[config.mk]
export PLATFORM = sky130hd
export DESIGN_NAME = dice_roll_capture
export DESIGN_NICKNAME = d
export VERILOG_FILES = /design/src/rtl/dice_roll_pkg.sv /design/src/rtl/roll_sync_edge.sv /design/src/rtl/dice_roll_capture.sv
export SDC_FILE = /design/constraint.sdc
export NUM_CORES = 1
export LEC_CHECK = 0
export ABC_CLOCK_PERIOD_IN_PS = 2900
export BUFFER_PORTS_ARGS = -buffer_cell sky130_fd_sc_hd__buf_2
export CAP_MARGIN = 30
export CORE_ASPECT_RATIO = 1.1
export CORE_MARGIN = 2
export CORE_UTILIZATION = 40
export DETAILED_ROUTE_END_ITERATION = 7
export PLACE_DENSITY = 0.64
export RECOVER_POWER = 25
export SLEW_MARGIN = 15
export SYNTH_ARGS = -nofsm -noshare
export SYNTH_HDL_FRONTEND = slang
export SYNTH_HIERARCHICAL = 1
export SYNTH_SLANG_ARGS = --single-unit
export TNS_END_PERCENT = 5
[constraint.sdc]
create_clock -name Clk -period 2.9 [get_ports Clk]
set_input_delay 0.58 -clock Clk [delete_from_list [all_inputs] [get_ports Clk]]
set_output_delay 0.58 -clock Clk [all_outputs]
set_load 0.005 [all_outputs]
[src/rtl/dice_roll_pkg.sv]
// Shared types and default parameters for the dice roll capture stage.
package dice_roll_pkg;

  typedef enum logic [1:0] {
    IDLE   = 2'd0,
    SPIN   = 2'd1,
    REDUCE = 2'd2,
    DONE   = 2'd3
  } state_t;

  localparam int WIDTH_DEF       = 8;
  localparam int RANGE_DEF       = 6;
  localparam int SPIN_CYCLES_DEF = 16;

endpackage

[src/rtl/roll_sync_edge.sv]
// Two-flop synchroniser for an asynchronous button plus a third flop that
// turns the synchronised rising edge into a single-cycle pulse.
module roll_sync_edge (
  input  logic clk,
  input  logic rst_n,
  input  logic async_in,
  output logic pulse
);

  logic sync1_reg;
  logic sync2_reg;
  logic sync3_reg;

  always_ff @(posedge clk or negedge rst_n) begin
    if (!rst_n) begin
      sync1_reg <= 1'b0;
      sync2_reg <= 1'b0;
      sync3_reg <= 1'b0;
    end else begin
      sync1_reg <= async_in;
      sync2_reg <= sync1_reg;
      sync3_reg <= sync2_reg;
    end
  end

  assign pulse = sync2_reg & ~sync3_reg;

endmodule

[src/rtl/dice_roll_capture.sv]
// Spins a display value on a roll request, captures the random byte, and
// reduces it to 1..RANGE by repeated subtraction before a valid/ack handoff.
module dice_roll_capture
  import dice_roll_pkg::*;
#(
  parameter int WIDTH       = WIDTH_DEF,
  parameter int RANGE       = RANGE_DEF,
  parameter int SPIN_CYCLES = SPIN_CYCLES_DEF
) (
  input  logic             Clk,
  input  logic             Rst,
  input  logic [WIDTH-1:0] Rand_In,
  input  logic             Roll,
  input  logic             Ack,
  output logic             Busy,
  output logic             Valid,
  output logic [WIDTH-1:0] Result,
  output logic [WIDTH-1:0] Spin_Val
);

  localparam logic [WIDTH-1:0] RANGE_W   = WIDTH'(RANGE);
  localparam logic [15:0]      SPIN_LAST = 16'(SPIN_CYCLES - 1);

  state_t           state_reg, state_next;
  logic [15:0]      cnt_reg, cnt_next;
  logic [WIDTH-1:0] work_reg, work_next;
  logic [WIDTH-1:0] result_reg, result_next;
  logic [WIDTH-1:0] spin_reg, spin_next;
  logic             roll_pulse;

  roll_sync_edge u_roll_sync (
    .clk      (Clk),
    .rst_n    (Rst),
    .async_in (Roll),
    .pulse    (roll_pulse)
  );

  always_ff @(posedge Clk or negedge Rst) begin
    if (!Rst) begin
      state_reg  <= IDLE;
      cnt_reg    <= '0;
      work_reg   <= '0;
      result_reg <= '0;
      spin_reg   <= '0;
    end else begin
      state_reg  <= state_next;
      cnt_reg    <= cnt_next;
      work_reg   <= work_next;
      result_reg <= result_next;
      spin_reg   <= spin_next;
    end
  end

  always_comb begin
    state_next  = state_reg;
    cnt_next    = cnt_reg;
    work_next   = work_reg;
    result_next = result_reg;
    spin_next   = spin_reg;
    unique case (state_reg)
      IDLE: begin
        if (roll_pulse) begin
          state_next = SPIN;
          cnt_next   = '0;
        end
      end
      SPIN: begin
        spin_next = Rand_In;
        cnt_next  = cnt_reg + 16'd1;
        if (cnt_reg == SPIN_LAST) begin
          work_next  = Rand_In;
          state_next = REDUCE;
        end
      end
      REDUCE: begin
        if (work_reg >= RANGE_W) begin
          work_next = work_reg - RANGE_W;
        end else begin
          result_next = work_reg + WIDTH'(1);
          state_next  = DONE;
        end
      end
      DONE: begin
        // A fresh roll takes priority over a simultaneous acknowledge.
        if (roll_pulse) begin
          state_next = SPIN;
          cnt_next   = '0;
        end else if (Ack) begin
          state_next = IDLE;
        end
      end
      default: state_next = IDLE;
    endcase
  end

  assign Busy     = (state_reg == SPIN) || (state_reg == REDUCE);
  assign Valid    = (state_reg == DONE);
  assign Result   = result_reg;
  assign Spin_Val = spin_reg;

endmodule

==> Yosys cells after proc, flatten, opt, wreduce, memory -nomap -nowiden <==
Cells that the tools add are included.
{ "classes": {"addsub": 3, "n_mul": 0, "div": 0, "magnitude_cmp": 1, "eq_ne": 10, "shifts": 0, "mux": 11, "bitwise_logic": 3, "n_reduce_logical": 9} }
{ "ops": {"columns": ["operator", "count"], "rows": [
  ["16-bit case mux with 2 select lines", 1],
  ["16-bit by 1-bit adder with 16-bit output, second input constant", 1],
  ["16-bit by 4-bit equality test with 1-bit output, second input constant", 1],
  ["16-bit 2-to-1 mux", 1],
  ["8-bit 2-to-1 mux", 2],
  ["8-bit case mux with 2 select lines", 1],
  ["2-bit 2-to-1 mux", 5],
  ["8-bit by 1-bit adder with 8-bit output, second input constant", 1],
  ["8-bit by 3-bit greater-or-equal comparator with 1-bit output, second input constant", 1],
  ["2-bit inequality test, second input constant", 4],
  ["2-bit case mux with 4 select lines", 1],
  ["8-bit by 3-bit subtractor with 8-bit output, second input constant", 1],
  ["2-bit equality test, second input constant", 2],
  ["2-bit AND reduction", 2],
  ["4-bit AND reduction", 1],
  ["2-bit nonzero test", 2],
  ["3-bit by 2-bit inequality test with 1-bit output, second input constant", 1],
  ["3-bit AND reduction", 1],
  ["2-bit by 1-bit equality test with 1-bit output, second input constant", 1],
  ["2-bit zero test", 1],
  ["2-bit by 1-bit inequality test with 1-bit output, second input constant", 1],
  ["1-bit NOT", 2],
  ["2-bit OR reduction", 1],
  ["1-bit AND", 1],
  ["1-bit logical OR", 1]
]} }
{ "word_totals": {"reg_bits": 45, "latchBits": 0, "ram_bits": 0, "rom_bits": 0, "input_bits": 12, "out_inout_bits": 18, "word_cells": 45, "mem_count": 0} }

==> Logic depth before layout (Yosys ltp) <==
{ "depth": {"ltp_word": 4, "depth_mapped": 7, "depth_no_buf": 6} }

==> Cells and area by module <==
Netlist, hierarchy kept.
{ "modules_own_cells": {"columns": ["module", "n_inst", "cells_each", "area_per_inst_um2", "seq_area_each_um2"], "rows": [
  ["dice_roll_capture", 1, 210, 2284.7, 1051.0],
  ["roll_sync_edge", 1, 4, 88.8, 75.1]
]} }

==> Worst setup path before layout <==
No wires, ideal clock.
{ "synth_timing": {"kind": "register to register", "start": "reg cnt_reg[0]", "end": "reg state_reg[1]", "setup_time_ps": 128, "t_arrival_ps": 1991, "t_required_ps": 2772, "setup_slack_ps": 781, "path_stages_with_launch": 6, "n_path_buf": 0, "synth_period_minus_slack_ps": 2119, "cell_sequence": "dfrtp_1 -> ha_1 -> or3b_1 -> o41a_1 -> nor3_1 -> mux2_1"} }
{ "synth_via": {"elab_chain_len": 3} }
{ "synth_lines": {"columns": ["element", "line_no", "rtl"], "rows": [
  ["start: declaration", "dice_roll_capture.sv:25", "logic [15:0] cnt_reg, cnt_next;"],
  ["start signal: assignment", "dice_roll_capture.sv:47", "cnt_reg <= cnt_next;"],
  ["16-bit by 4-bit equality test with 1-bit output", "dice_roll_capture.sv:70", "if (cnt_reg == SPIN_LAST) begin"],
  ["2-bit inequality test (no line)", null, null],
  ["4-bit AND reduction (no line)", null, null],
  ["end signal: assignment", "dice_roll_capture.sv:46", "state_reg <= state_next;"],
  ["end: declaration", "dice_roll_capture.sv:24", "state_t state_reg, state_next;"]
]} }
Every way passes these cells.
A chain may end at the register's enable or synchronous reset.

==> Worst setup path after layout <==
{ "layout_timing": {"start": "reg cnt_reg[0]", "end": "reg work_reg[2]"} }
{ "layout_via": {"elab_chain_len": 3} }
{ "layout_lines": {"columns": ["element", "line_no", "rtl"], "rows": [
  ["16-bit by 4-bit equality test with 1-bit output", "dice_roll_capture.sv:70", null],
  ["2-bit inequality test (no line)", null, null],
  ["3-bit AND reduction (no line)", null, null],
  ["end signal: assignment", "dice_roll_capture.sv:48", "work_reg <= work_next;"],
  ["end: declaration", "dice_roll_capture.sv:26", "logic [WIDTH-1:0] work_reg, work_next;"]
]} }
Every way passes these cells.

==> impl_results.html <==
<table>
<tr><th>Metric</th><th>Value</th></tr>
<tr><th colspan="2">Status</th></tr>
<tr><td>Outcome</td><td>complete, no violations</td></tr>
<tr><th colspan="2">Placed design</th></tr>
<tr><td>Cell area after placement</td><td>~2600 µm²</td></tr>
<tr><td>Number of I/O port buffers</td><td>29</td></tr>
<tr><td>Detailed placement HPWL</td><td>about 3200 µm</td></tr>
<tr><td>RePlAce Congestion</td><td>roughly 0.84</td></tr>
<tr><th colspan="2">Critical path</th></tr>
<tr><td>Critical path origin</td><td>cnt_reg[0]</td></tr>
<tr><td>Crit path capture type</td><td>flip-flop</td></tr>
<tr><td>Worst Setup Start Kind</td><td>flip-flop</td></tr>
<tr><td>R2R Path Start</td><td>cnt_reg[0]</td></tr>
<tr><td>Setup slack of the most critical reg-to-reg path</td><td>roughly 0.62 ns</td></tr>
<tr><td>Worst Setup Path Type</td><td>reg -&gt; reg</td></tr>
<tr><td>Largest fanout of any net on the critical path</td><td>7</td></tr>
<tr><td>Length in cells of the worst reg-to-reg path</td><td>5</td></tr>
<tr><td>Worst Path Arrival</td><td>~2.5 ns</td></tr>
<tr><td>Worst setup path endpoint</td><td>work_reg[2]</td></tr>
<tr><td>Req. time, crit path</td><td>slightly above 3 ns</td></tr>
<tr><td>Capture instance of the worst register-to-register path</td><td>work_reg[2]</td></tr>
<tr><th colspan="2">Yosys</th></tr>
<tr><td>Count of different cell masters after synthesis</td><td>55</td></tr>
<tr><td>Gate Count Post-Synth</td><td>between 200 and 250</td></tr>
<tr><td>Count of yosys warnings during synthesis</td><td>6</td></tr>
<tr><td>Syn_nets</td><td>~240</td></tr>
<tr><td>Share of async-settable or async-resettable flops after synthesis</td><td>between 90% and 100%</td></tr>
<tr><td>Number of enable flip-flop cells after synthesis</td><td>0</td></tr>
<tr><td>Number of synthesized register bits</td><td>45</td></tr>
<tr><td>Synthesized cell area</td><td>approximately 2400 µm²</td></tr>
<tr><td>Share of synthesized area occupied by flip-flops and latches</td><td>between 40 and 50%</td></tr>
<tr><td>Most used flip-flop cell after synthesis</td><td>dfrtp_1</td></tr>
<tr><td>Post-synthesis average cell area</td><td>~11 µm²</td></tr>
<tr><th colspan="2">Job</th></tr>
<tr><td>Max-capacitance violation count</td><td>0</td></tr>
<tr><th colspan="2">STA</th></tr>
<tr><td>Worst slew pin tran</td><td>around 1.1 ns</td></tr>
<tr><td>Highest attainable clock frequency</td><td>0.4392 GHz</td></tr>
<tr><td>Number of setup violations in the final report</td><td>0</td></tr>
<tr><td>Final hold violations</td><td>0</td></tr>
<tr><td>Final period utilization</td><td>between 70% and 80%</td></tr>
<tr><td>Shortest period the worst path allows</td><td>roughly 2.3 ns</td></tr>
<tr><td>Unrepaired setup endpoints after global routing</td><td>no</td></tr>
<tr><td>Tightest slew margin relative to the limit</td><td>between 20% and 30%</td></tr>
<tr><td>Total Neg Setup Slack</td><td>0 ns</td></tr>
<tr><td>Max-slew violations</td><td>0</td></tr>
<tr><td>Setup skew after layout</td><td>roughly 0.014 ns</td></tr>
<tr><td>Worst hold-check slack</td><td>~0.35 ns</td></tr>
<tr><th colspan="2">Final layout</th></tr>
<tr><td>Ant diodes</td><td>0</td></tr>
<tr><td>Filler Cell Count</td><td>between 500 and 600</td></tr>
<tr><td>Number of nets in the final layout</td><td>about 260</td></tr>
<tr><td>Area growth syn-to-layout</td><td>12.23%</td></tr>
<tr><td>Max reg flops</td><td>16</td></tr>
<tr><td>Fraction of layout instances using a drive strength above 1</td><td>approximately a quarter</td></tr>
<tr><td>Area of all placed cells without fillers</td><td>around 2700 µm²</td></tr>
<tr><th colspan="2">Clock tree</th></tr>
<tr><td>CTS hold repair buffers</td><td>0</td></tr>
<tr><td>Clock-pin slew reported for the worst setup and hold paths after clock tree synthesis</td><td>roughly 0.08 ns</td></tr>
<tr><td>Clock tree sinks</td><td>45</td></tr>
<tr><td>Clock tree from TritonCTS</td><td>yes</td></tr>
<tr><td>PostCTS Resize Cnt</td><td>0</td></tr>
<tr><td>Clk_lat worst skew</td><td>~0.3 ns</td></tr>
<tr><td>Number of buffers between clock root and the deepest sink</td><td>2</td></tr>
<tr><td>Post-CTS setup-driven buffer insertion count</td><td>0</td></tr>
<tr><td>Clock Root Buffer</td><td>clkbuf_8</td></tr>
<tr><td>Number of H-tree levels</td><td>2</td></tr>
<tr><td>Number of buffers created by CTS</td><td>5</td></tr>
<tr><th colspan="2">Global routing</th></tr>
<tr><td>Number of global-route vias before repair</td><td>1658</td></tr>
<tr><td>Gr ovfl total</td><td>0</td></tr>
<tr><td>Wire length of the first global-routing pass</td><td>7921 µm</td></tr>
<tr><td>Initial antenna violation count</td><td>0</td></tr>
<tr><td>GRT Util Overall</td><td>15.00%</td></tr>
<tr><td>Maximum number of pins on one net before global-route repair</td><td>28</td></tr>
<tr><th colspan="2">Power and ir drop</th></tr>
<tr><td>Cell area power density</td><td>a little over 900 nW/µm²</td></tr>
<tr><td>Post-layout power</td><td>between 2 and 2.5 mW</td></tr>
<tr><td>Static power due to leakage</td><td>~1.2 nW</td></tr>
<tr><td>Max rail drop VDD</td><td>about 0.64 mV</td></tr>
<tr><th colspan="2">Floorplanning</th></tr>
<tr><td>Width of the die</td><td>77.45 µm</td></tr>
<tr><td>Row Count</td><td>29</td></tr>
<tr><td>Area inside the core boundary</td><td>5769 µm²</td></tr>
<tr><td>Die Footprint</td><td>~6600 µm²</td></tr>
<tr><td>Number of ports placed on the die boundary</td><td>30</td></tr>
<tr><td>Chip Height</td><td>around 85 µm</td></tr>
<tr><td>Effective utilization at floorplan</td><td>a little over 40%</td></tr>
<tr><th colspan="2">Route</th></tr>
<tr><td>Total number of vias</td><td>1689</td></tr>
<tr><td>Average wire per cell in the routed design</td><td>13.64 µm</td></tr>
<tr><td>Number of iterations in the first detailed-routing pass</td><td>4</td></tr>
<tr><td>DRC Markers</td><td>0</td></tr>
<tr><td>Number of nets with antenna violations after routing</td><td>0</td></tr>
<tr><td>Post-DR vias/cell</td><td>between 5 and 6</td></tr>
<tr><td>First-iteration detailed-routing DRC count</td><td>77</td></tr>
<tr><td>Final routed wirelength across all metal layers</td><td>around 4400 µm</td></tr>
<tr><th colspan="2">Hold path</th></tr>
<tr><td>Path type of the worst min-delay path</td><td>reg -&gt; reg</td></tr>
</table>
==> power breakdown <==
| group | total, mW | internal, mW | switching, mW |
|---|---|---|---|
| Clock | 0.384 | 0.170 | 0.215 |
| Combinational | 1.10 | 0.557 | 0.543 |
| Sequential | 0.964 | 0.799 | 0.164 |
| Total | 2.45 | 1.53 | 0.921 |
==> critical path: stages, from the launching register on <==
cell,delay [ns]
dfrtp_1,0.40
ha_1,0.23
or3b_1,0.42
o41ai_4,0.54
o211ai_4,0.23
mux2_4,0.34
==> layout by cell type, fill, tap and decap left out, types with 2 or more instances in the layout <==
cell	n
clkbuf_8	5
nor2b_1	2
or4_4	2
nor3_1	3
dfrtp_1	45
a31oi_1	3
buf_4	3
nand2b_1	2
and2_1	5
a22o_1	2
mux2_4	3
nor2_1	8
nand2_1	20
xor2_1	5
a211oi_1	2
inv_1	8
clkinvlp_4	2
o31ai_1	2
buf_2	28
o2111ai_1	3
nand4_1	5
and3_1	2
mux2_2	11
xnor2_1	2
mux2i_1	7
nand3_1	8
a21oi_1	5
a2bb2oi_1	2
ha_1	9
o2bb2ai_1	2
clkbuf_1	2
and4_1	2
o21ai_0	11
==> cell families after synthesis <==
| family | share of synthesized area, % |
|---|---|
| compound gates | 14.13 |
| xor+xnor | 2.583 |
| fa+ha+maj | 4.744 |
| buf+inv | 4.639 |
| flops | 47.44 |
| mux | 10.54 |
| simple gates | 15.92 |
==> stage by stage <==
stage                     std cells  setup slack, ns  util [%]
final                           320           0.6233     46.17
after global routing            320           0.5375     46.17
after CTS                       320           0.6211     46.19
after detailed placement        312           0.6187     44.68
after global placement          311           0.6702     44.33
after floorplan                 214           0.7813         -
==> how the worst min path moves through the flow <==
stage               cells after the start             startpoint  slack (ns)                    end
finish                                  0  u_roll_sync/sync1_reg        0.35  u_roll_sync/sync2_reg
global route                            0  u_roll_sync/sync1_reg        0.37  u_roll_sync/sync2_reg
CTS                                     1                    Rst        0.22            Spin_Val[7]
detailed placement                      0  u_roll_sync/sync1_reg        0.34  u_roll_sync/sync2_reg
global placement                        0  u_roll_sync/sync1_reg        0.33  u_roll_sync/sync2_reg
floorplan                               0                    Rst        0.28              Result[0]
==> cell usage after synthesis, types with 5 or more instances <==
cell,n,area (µm²)
dfrtp_1,45,1126
and2_1,5,31.28
xor2_1,5,43.79
clkbuf_1,7,26.28
ha_1,9,112.6
nand2_1,20,75.07
mux2_2,11,123.9
inv_1,8,30.03
nand3_1,8,40.04
o21ai_0,11,55.05
a21oi_1,5,25.02
nor2_1,8,30.03
nand4_1,5,31.28
mux2i_1,7,70.07
==> routing by layer <==
| metal | wire length, µm | GRT usage [%] | vias up | share of wire (%) |
|---|---|---|---|---|
| met2 | 2053 | 22.45 | 28 | 47 |
| met1 | 2068 | 21.02 | 821 | 47 |
| li1 | - | - | 834 | - |
| met5 | 0 | 0 | - | 0 |
| met3 | 166 | 3.118 | 6 | 3.8 |
| met4 | 76 | 6.656 | 0 | 1.7 |
==> area by class of cell <==
class,count,area (µm²),area share [%]
clock buffers,6,72.57,2.724
clock inverters,2,15.01,0.5636
inverters,8,30.03,1.127
multi-input cells,149,1137,42.70
flip-flops and latches,45,1126,42.27
well taps,77,96.34,3.617
repair buffers,33,186.4,6.999
Note: power is estimated with default switching activity, not from simulation.
